**config.mk**
```make
export PLATFORM = sky130hd
export DESIGN_NAME = mod_entradas_flat
export DESIGN_NICKNAME = d
export VERILOG_FILES = /design/src/rtl/mod_entradas_if.sv /design/src/rtl/mod_entradas.sv /design/src/flat_wrapper.sv
export SDC_FILE = /design/constraint.sdc
export NUM_CORES = 1
export LEC_CHECK = 0
export CAP_MARGIN = 10
export CORE_UTILIZATION = 54
export CTS_CLUSTER_SIZE = 12
export DETAILED_ROUTE_END_ITERATION = 10
export PLACE_DENSITY = 0.87
export REMOVE_ABC_BUFFERS = 1
export SLEW_MARGIN = 30
export SYNTH_ARGS = -nofsm -noshare
export SYNTH_HDL_FRONTEND = slang
export SYNTH_SLANG_ARGS = --single-unit
```
**constraint.sdc**
```tcl
create_clock -name clk -period 3.9 [get_ports clk]
set_clock_uncertainty 0.15 [all_clocks]
set_input_delay 0.78 -clock clk [delete_from_list [all_inputs] [get_ports clk]]
set_output_delay 0.78 -clock clk [all_outputs]
set_load 0.01 [all_outputs]
```
**src/rtl/mod_entradas_if.sv**
```systemverilog
// Board-side input capture bus: raw switches, load button and clear in; latched code out.
interface mod_entradas_if;
  logic [3:0] sw;
  logic       btn;
  logic       clr;
  logic       A;
  logic       B;
  logic       C;
  logic       D;
  logic       ready;
  logic       load_pulse;

  modport master (
    output sw, btn, clr,
    input  A, B, C, D, ready, load_pulse
  );

  modport slave (
    input  sw, btn, clr,
    output A, B, C, D, ready, load_pulse
  );
endinterface

```
**src/rtl/mod_entradas.sv**
```systemverilog
// Synchronizes switches and load button, debounces the button and latches the
// switch code with a ready qualifier and a one-cycle load strobe.
//
// state   | meaning
// IDLE    | button released and stable
// PRESS   | counting consecutive high samples
// HELD    | press accepted, waiting for release
// RELEASE | counting consecutive low samples
module mod_entradas #(
  parameter int DEBOUNCE_CYCLES = 16
) (
  input logic          clk,
  input logic          reset,
  mod_entradas_if.slave bus
);

  localparam int CNT_W = $clog2(DEBOUNCE_CYCLES + 1);
  localparam logic [CNT_W-1:0] CNT_LAST = CNT_W'(DEBOUNCE_CYCLES - 1);
  localparam logic [CNT_W-1:0] CNT_ONE  = CNT_W'(1);

  typedef enum logic [1:0] {
    IDLE    = 2'd0,
    PRESS   = 2'd1,
    HELD    = 2'd2,
    RELEASE = 2'd3
  } state_t;

  logic [1:0]       btn_sync_q;
  logic [3:0]       sw_meta_q;
  logic [3:0]       sw_s_q;
  state_t           state_q, state_d;
  logic [CNT_W-1:0] cnt_q, cnt_d;
  logic [CNT_W-1:0] cnt_inc;
  logic             latch;
  logic [3:0]       code_q, code_d;
  logic             ready_q, ready_d;
  logic             pulse_q, pulse_d;
  logic             btn_s;

  assign btn_s   = btn_sync_q[1];
  assign cnt_inc = (cnt_q == '1) ? cnt_q : cnt_q + CNT_ONE;

  always_ff @(posedge clk) begin
    if (!reset) begin
      btn_sync_q <= '0;
      sw_meta_q  <= '0;
      sw_s_q     <= '0;
    end else begin
      btn_sync_q <= {btn_sync_q[0], bus.btn};
      sw_meta_q  <= bus.sw;
      sw_s_q     <= sw_meta_q;
    end
  end

  always_ff @(posedge clk) begin
    if (!reset) begin
      state_q <= IDLE;
      cnt_q   <= '0;
      code_q  <= '0;
      ready_q <= 1'b0;
      pulse_q <= 1'b0;
    end else begin
      state_q <= state_d;
      cnt_q   <= cnt_d;
      code_q  <= code_d;
      ready_q <= ready_d;
      pulse_q <= pulse_d;
    end
  end

  // With a single-sample debounce PRESS and RELEASE are bypassed entirely.
  always_comb begin
    state_d = state_q;
    cnt_d   = cnt_q;
    latch   = 1'b0;
    unique case (state_q)
      IDLE: begin
        if (btn_s) begin
          if (DEBOUNCE_CYCLES == 1) begin
            state_d = HELD;
            cnt_d   = '0;
            latch   = 1'b1;
          end else begin
            state_d = PRESS;
            cnt_d   = CNT_ONE;
          end
        end
      end
      PRESS: begin
        if (!btn_s) begin
          state_d = IDLE;
          cnt_d   = '0;
        end else if (cnt_q == CNT_LAST) begin
          state_d = HELD;
          cnt_d   = '0;
          latch   = 1'b1;
        end else begin
          cnt_d = cnt_inc;
        end
      end
      HELD: begin
        if (!btn_s) begin
          if (DEBOUNCE_CYCLES == 1) begin
            state_d = IDLE;
            cnt_d   = '0;
          end else begin
            state_d = RELEASE;
            cnt_d   = CNT_ONE;
          end
        end
      end
      RELEASE: begin
        if (btn_s) begin
          state_d = HELD;
          cnt_d   = '0;
        end else if (cnt_q == CNT_LAST) begin
          state_d = IDLE;
          cnt_d   = '0;
        end else begin
          cnt_d = cnt_inc;
        end
      end
      default: begin
        state_d = IDLE;
        cnt_d   = '0;
      end
    endcase
  end

  // Clear beats a simultaneous latch; the FSM is left to advance on its own.
  always_comb begin
    code_d  = code_q;
    ready_d = ready_q;
    pulse_d = 1'b0;
    if (bus.clr) begin
      code_d  = '0;
      ready_d = 1'b0;
    end else if (latch) begin
      code_d  = sw_s_q;
      ready_d = 1'b1;
      pulse_d = 1'b1;
    end
  end

  assign bus.A          = code_q[3];
  assign bus.B          = code_q[2];
  assign bus.C          = code_q[1];
  assign bus.D          = code_q[0];
  assign bus.ready      = ready_q;
  assign bus.load_pulse = pulse_q;

endmodule
```
**src/flat_wrapper.sv**
```systemverilog
// flat-port wrapper written by rule: the top's interface ports become plain ports
module mod_entradas_flat 
#(
  parameter int DEBOUNCE_CYCLES = 16
)
  (clk, reset, bus_sw, bus_btn, bus_clr, bus_A, bus_B, bus_C, bus_D, bus_ready, bus_load_pulse);
  mod_entradas_if bus_i ();
  input logic clk;
  input logic reset;
  input wire logic [$bits(bus_i.sw)-1:0] bus_sw;
  input wire logic [$bits(bus_i.btn)-1:0] bus_btn;
  input wire logic [$bits(bus_i.clr)-1:0] bus_clr;
  output wire logic [$bits(bus_i.A)-1:0] bus_A;
  output wire logic [$bits(bus_i.B)-1:0] bus_B;
  output wire logic [$bits(bus_i.C)-1:0] bus_C;
  output wire logic [$bits(bus_i.D)-1:0] bus_D;
  output wire logic [$bits(bus_i.ready)-1:0] bus_ready;
  output wire logic [$bits(bus_i.load_pulse)-1:0] bus_load_pulse;
  assign bus_i.sw = bus_sw;
  assign bus_i.btn = bus_btn;
  assign bus_i.clr = bus_clr;
  assign bus_A = bus_i.A;
  assign bus_B = bus_i.B;
  assign bus_C = bus_i.C;
  assign bus_D = bus_i.D;
  assign bus_ready = bus_i.ready;
  assign bus_load_pulse = bus_i.load_pulse;
  mod_entradas #(.DEBOUNCE_CYCLES(DEBOUNCE_CYCLES)) u_core (.clk(clk), .reset(reset), .bus(bus_i));
endmodule
```
==> run summary <==
Status - finished clean
CTS Buf Count - 3
# DRC - 0
Post-synth top cells - dfxtp_1, and2_1, nor2_1
Hold WC Path Type - reg2reg
Worst setup SP type - flop
WHS Endpoint - u_core.sw_s_q[2]
Post-CTS sizing - 0
Layout filler cell count - 116
Clk buf depth - 2
CP bufs+invs - 1
Primary FF master, synth - dfxtp_1
Worst slew pin tran - 0.620 ns
Final hold vios - 0
DRT Pass-1 Iters - 2
Required time worst endpoint - 2.97 ns
RSZ-0062 raised after global routing - no
Switching Power - 0.0781 mW
Worst Path Max Fanout - 2
Tmin final - 2.17 ns
Fin crit share - 55.5%
Fraction of layout cells with a size suffix above 1 - 6.06%
DP Wirelength - 1.00 mm
Vias - 606
Fin nets - 109
CP Data Arrival Time - 1.24 ns
CTS H-tree lvls - 1
Setup repair bufs after CTS - 0
Worst-Skew Late Latency - 0.30 ns
HP Start - u_core.sw_meta_q[2]
Die Wd - 42.0 um
Seq/Total Area, Yosys - 53.2%
Core Area - 0.00151 sq mm
Fmax - 462 MHz
R2r setup slk - 2.08 ns
Initial Utilization - 57.5%
Synth area leader - dfxtp_1
Initial antenna violation count - 0
Syn Area/Cell - 10.2 sq um
Critical path endpoint category - output pin
Pwr/cell area - 357 mW/mm^2
Internal - 0.290 mW
Antenna-violating nets left - 0
R2r endpoint - u_core.code_q[3]
CTS tree - yes
WS Path Type - reg2out
Most frequent cell after synthesis - dfxtp_1
Register Area - 460 sq um
Vias per cell - 5.27
Die area - 0.00177 sq mm
Ant. Diodes - 0
Area of the multi-input gates - 393 sq um
Synthesized flop and latch total - 23
Sequential share of power - 66.2%
Hold_ws - 0.294 ns
Remaining global-route overflow - 0
Non-Filler Instances - 115
Total Routed Length - 1.35 mm
Fin Setup TNS - 0 ns
Slowest-stage cell, CP - clkdlybuf4s50_1
Max Slew Vio Count - 0
Final setup vio count - 0
Routed wire per std cell - 11.7 um
Yosys warns - 0
# port buffers - 13
Maximum VDD drop - 0.360 mV
Vias in the first global route - 507
Die Y-Extent - 42.0 um
Leakage dissipation - 0.374 nW
Part of the power in combinational logic - 4.8%
Relative slew slack - 58.5%
Sw frac - 21.2%
CTS Hold Bufs - 0
Mapped cell area - 866 sq um
Synth unique cells - 26
First-pass GRT wire length - 2.24 mm
Worst-path cell chain - clkdlybuf4s50_1
Worst stage delay on the critical path - 0.56 ns
Synth top area cells - dfxtp_1, and2_1, mux2i_1
Maximum Capacitance Violations - 0
CP top delay family - buffers and inverters
Area Overhead vs Synth - 19.1%
Share of the synthesized area in the top cell type - 53.2%
GRT Resource Usage Total - 17.5%
R2r startpoint - u_core.cnt_q[0]
Placed insts - 111
Hold depth - 1
CTS Sinks - 23
Cell count after synthesis - 85
Clock power frac - 29.1%
Root Buffer - clkbuf_4
Async SR Flop Fraction - 0%
GP Congestion - 0.825
Final Util - 68.4%
1st-iter DRT viols - 16
Worst Reg-to-Reg Cells - 5
Num rows - 14
Clock Pin Slew Worst Setup and Hold Paths - 0.12 ns
Largest net degree at the start of global routing - 21
Post-synth EDFFs - 0
Ports - 14
==> per-stage QoR <==
| stage | setup WS, ns | cell area [sq um] | total power, mW |
|---|---|---|---|
| 2_1_floorplan | 2.26 | 853 | 0.256 |
| 3_3_place_gp | 1.58 | 1000 | 0.265 |
| 3_5_place_dp | 1.55 | 1000 | 0.266 |
| 4_1_cts | 1.73 | 1030 | 0.369 |
| 5_1_grt | 1.67 | 1030 | 0.380 |
| 6_report | 1.73 | 1030 | 0.368 |
==> state kept, by name, summed over array words and instances (netlist names), named ones only <==
register and cells:
u_core.sw_s_q 4, u_core.bus.ready 1, u_core.bus.load_pulse 1, u_core.code_q 4, u_core.cnt_q 5, u_core.btn_sync_q 2, u_core.state_q 1, u_core.sw_meta_q 4
==> routing by layer <==
metal  wire length, um  share of wire (%)  GRT usage (%)
met1               656                 49           23.9
met2               633                 47           25.0
met3                27                2.0           3.88
met4                30                2.2           11.3
met5                 0                  0              0
==> layout by cell type (no fill, tap or decap) <==
cell and instances:
dfxtp_1 23, clkinv_2 1, nor2_1 8, ha_1 1, and2_1 10, clkdlybuf4s50_1 13
o31ai_1 1, a21oi_1 2, nor3_1 1, clkbuf_4 3, o211ai_1 1, o2111a_1 1
nand3_1 5, o21ai_0 2, and3_1 3, a21boi_0 1, xnor2_1 1, nand3b_1 1
mux2i_1 5, and3b_1 2, nor4b_4 1, nand2_1 5, nor3b_1 2, nand3_2 1
nor2b_1 2, xor2_1 1, nand2b_1 2
==> how the worst max path moves through the flow <==
stage | slack, ns | cells after the start | to | from
after global routing | 1.67 | 5 | u_core.cnt_q[2] | reset
after CTS | 1.73 | 1 | bus_A | u_core.code_q[3]
after detailed placement | 1.55 | 4 | u_core.cnt_q[2] | reset
after global placement | 1.58 | 4 | u_core.cnt_q[2] | reset
after floorplan | 2.26 | 5 | u_core.code_q[0] | u_core.cnt_q[0]
final | 1.73 | 1 | bus_A | u_core.code_q[3]
==> cell families (layout without fill, tap and decap cells) <==
family | count (synthesis) | in the layout | synth area share, %
AND/OR/NAND/NOR | 43 | 43 | 29.9
multiplexers | 5 | 5 | 5.78
flip-flops | 23 | 23 | 53.2
XOR/XNOR | 2 | 2 | 2.02
adder cells (fa/ha/maj) | 1 | 1 | 1.44
buffers and inverters | 3 | 17 | 1.44
AO/OA/AOI/OAI | 8 | 8 | 6.21
==> power groups by stage <==
| stage | logic [mW] | clock network, mW | registers, mW |
|---|---|---|---|
| CTS | 0.0178 | 0.108 | 0.243 |
| global route | 0.0197 | 0.117 | 0.244 |
| floorplan | 0.00782 | 0 | 0.248 |
| finish | 0.0176 | 0.107 | 0.243 |
| global placement | 0.0173 | 0 | 0.248 |
| detailed placement | 0.0177 | 0 | 0.249 |
==> layout make-up <==
cell class                      instances  share of cell area (%)
Timing Repair Buffer                   13                    12.6
Multi-Input combinational cell         59                    38.1
Clock inverter                          1                   0.485
Sequential cell                        23                    44.7
Clock buffer                            3                    2.18
Tap cell                               16                    1.94
(Power assumes the default switching activity.)
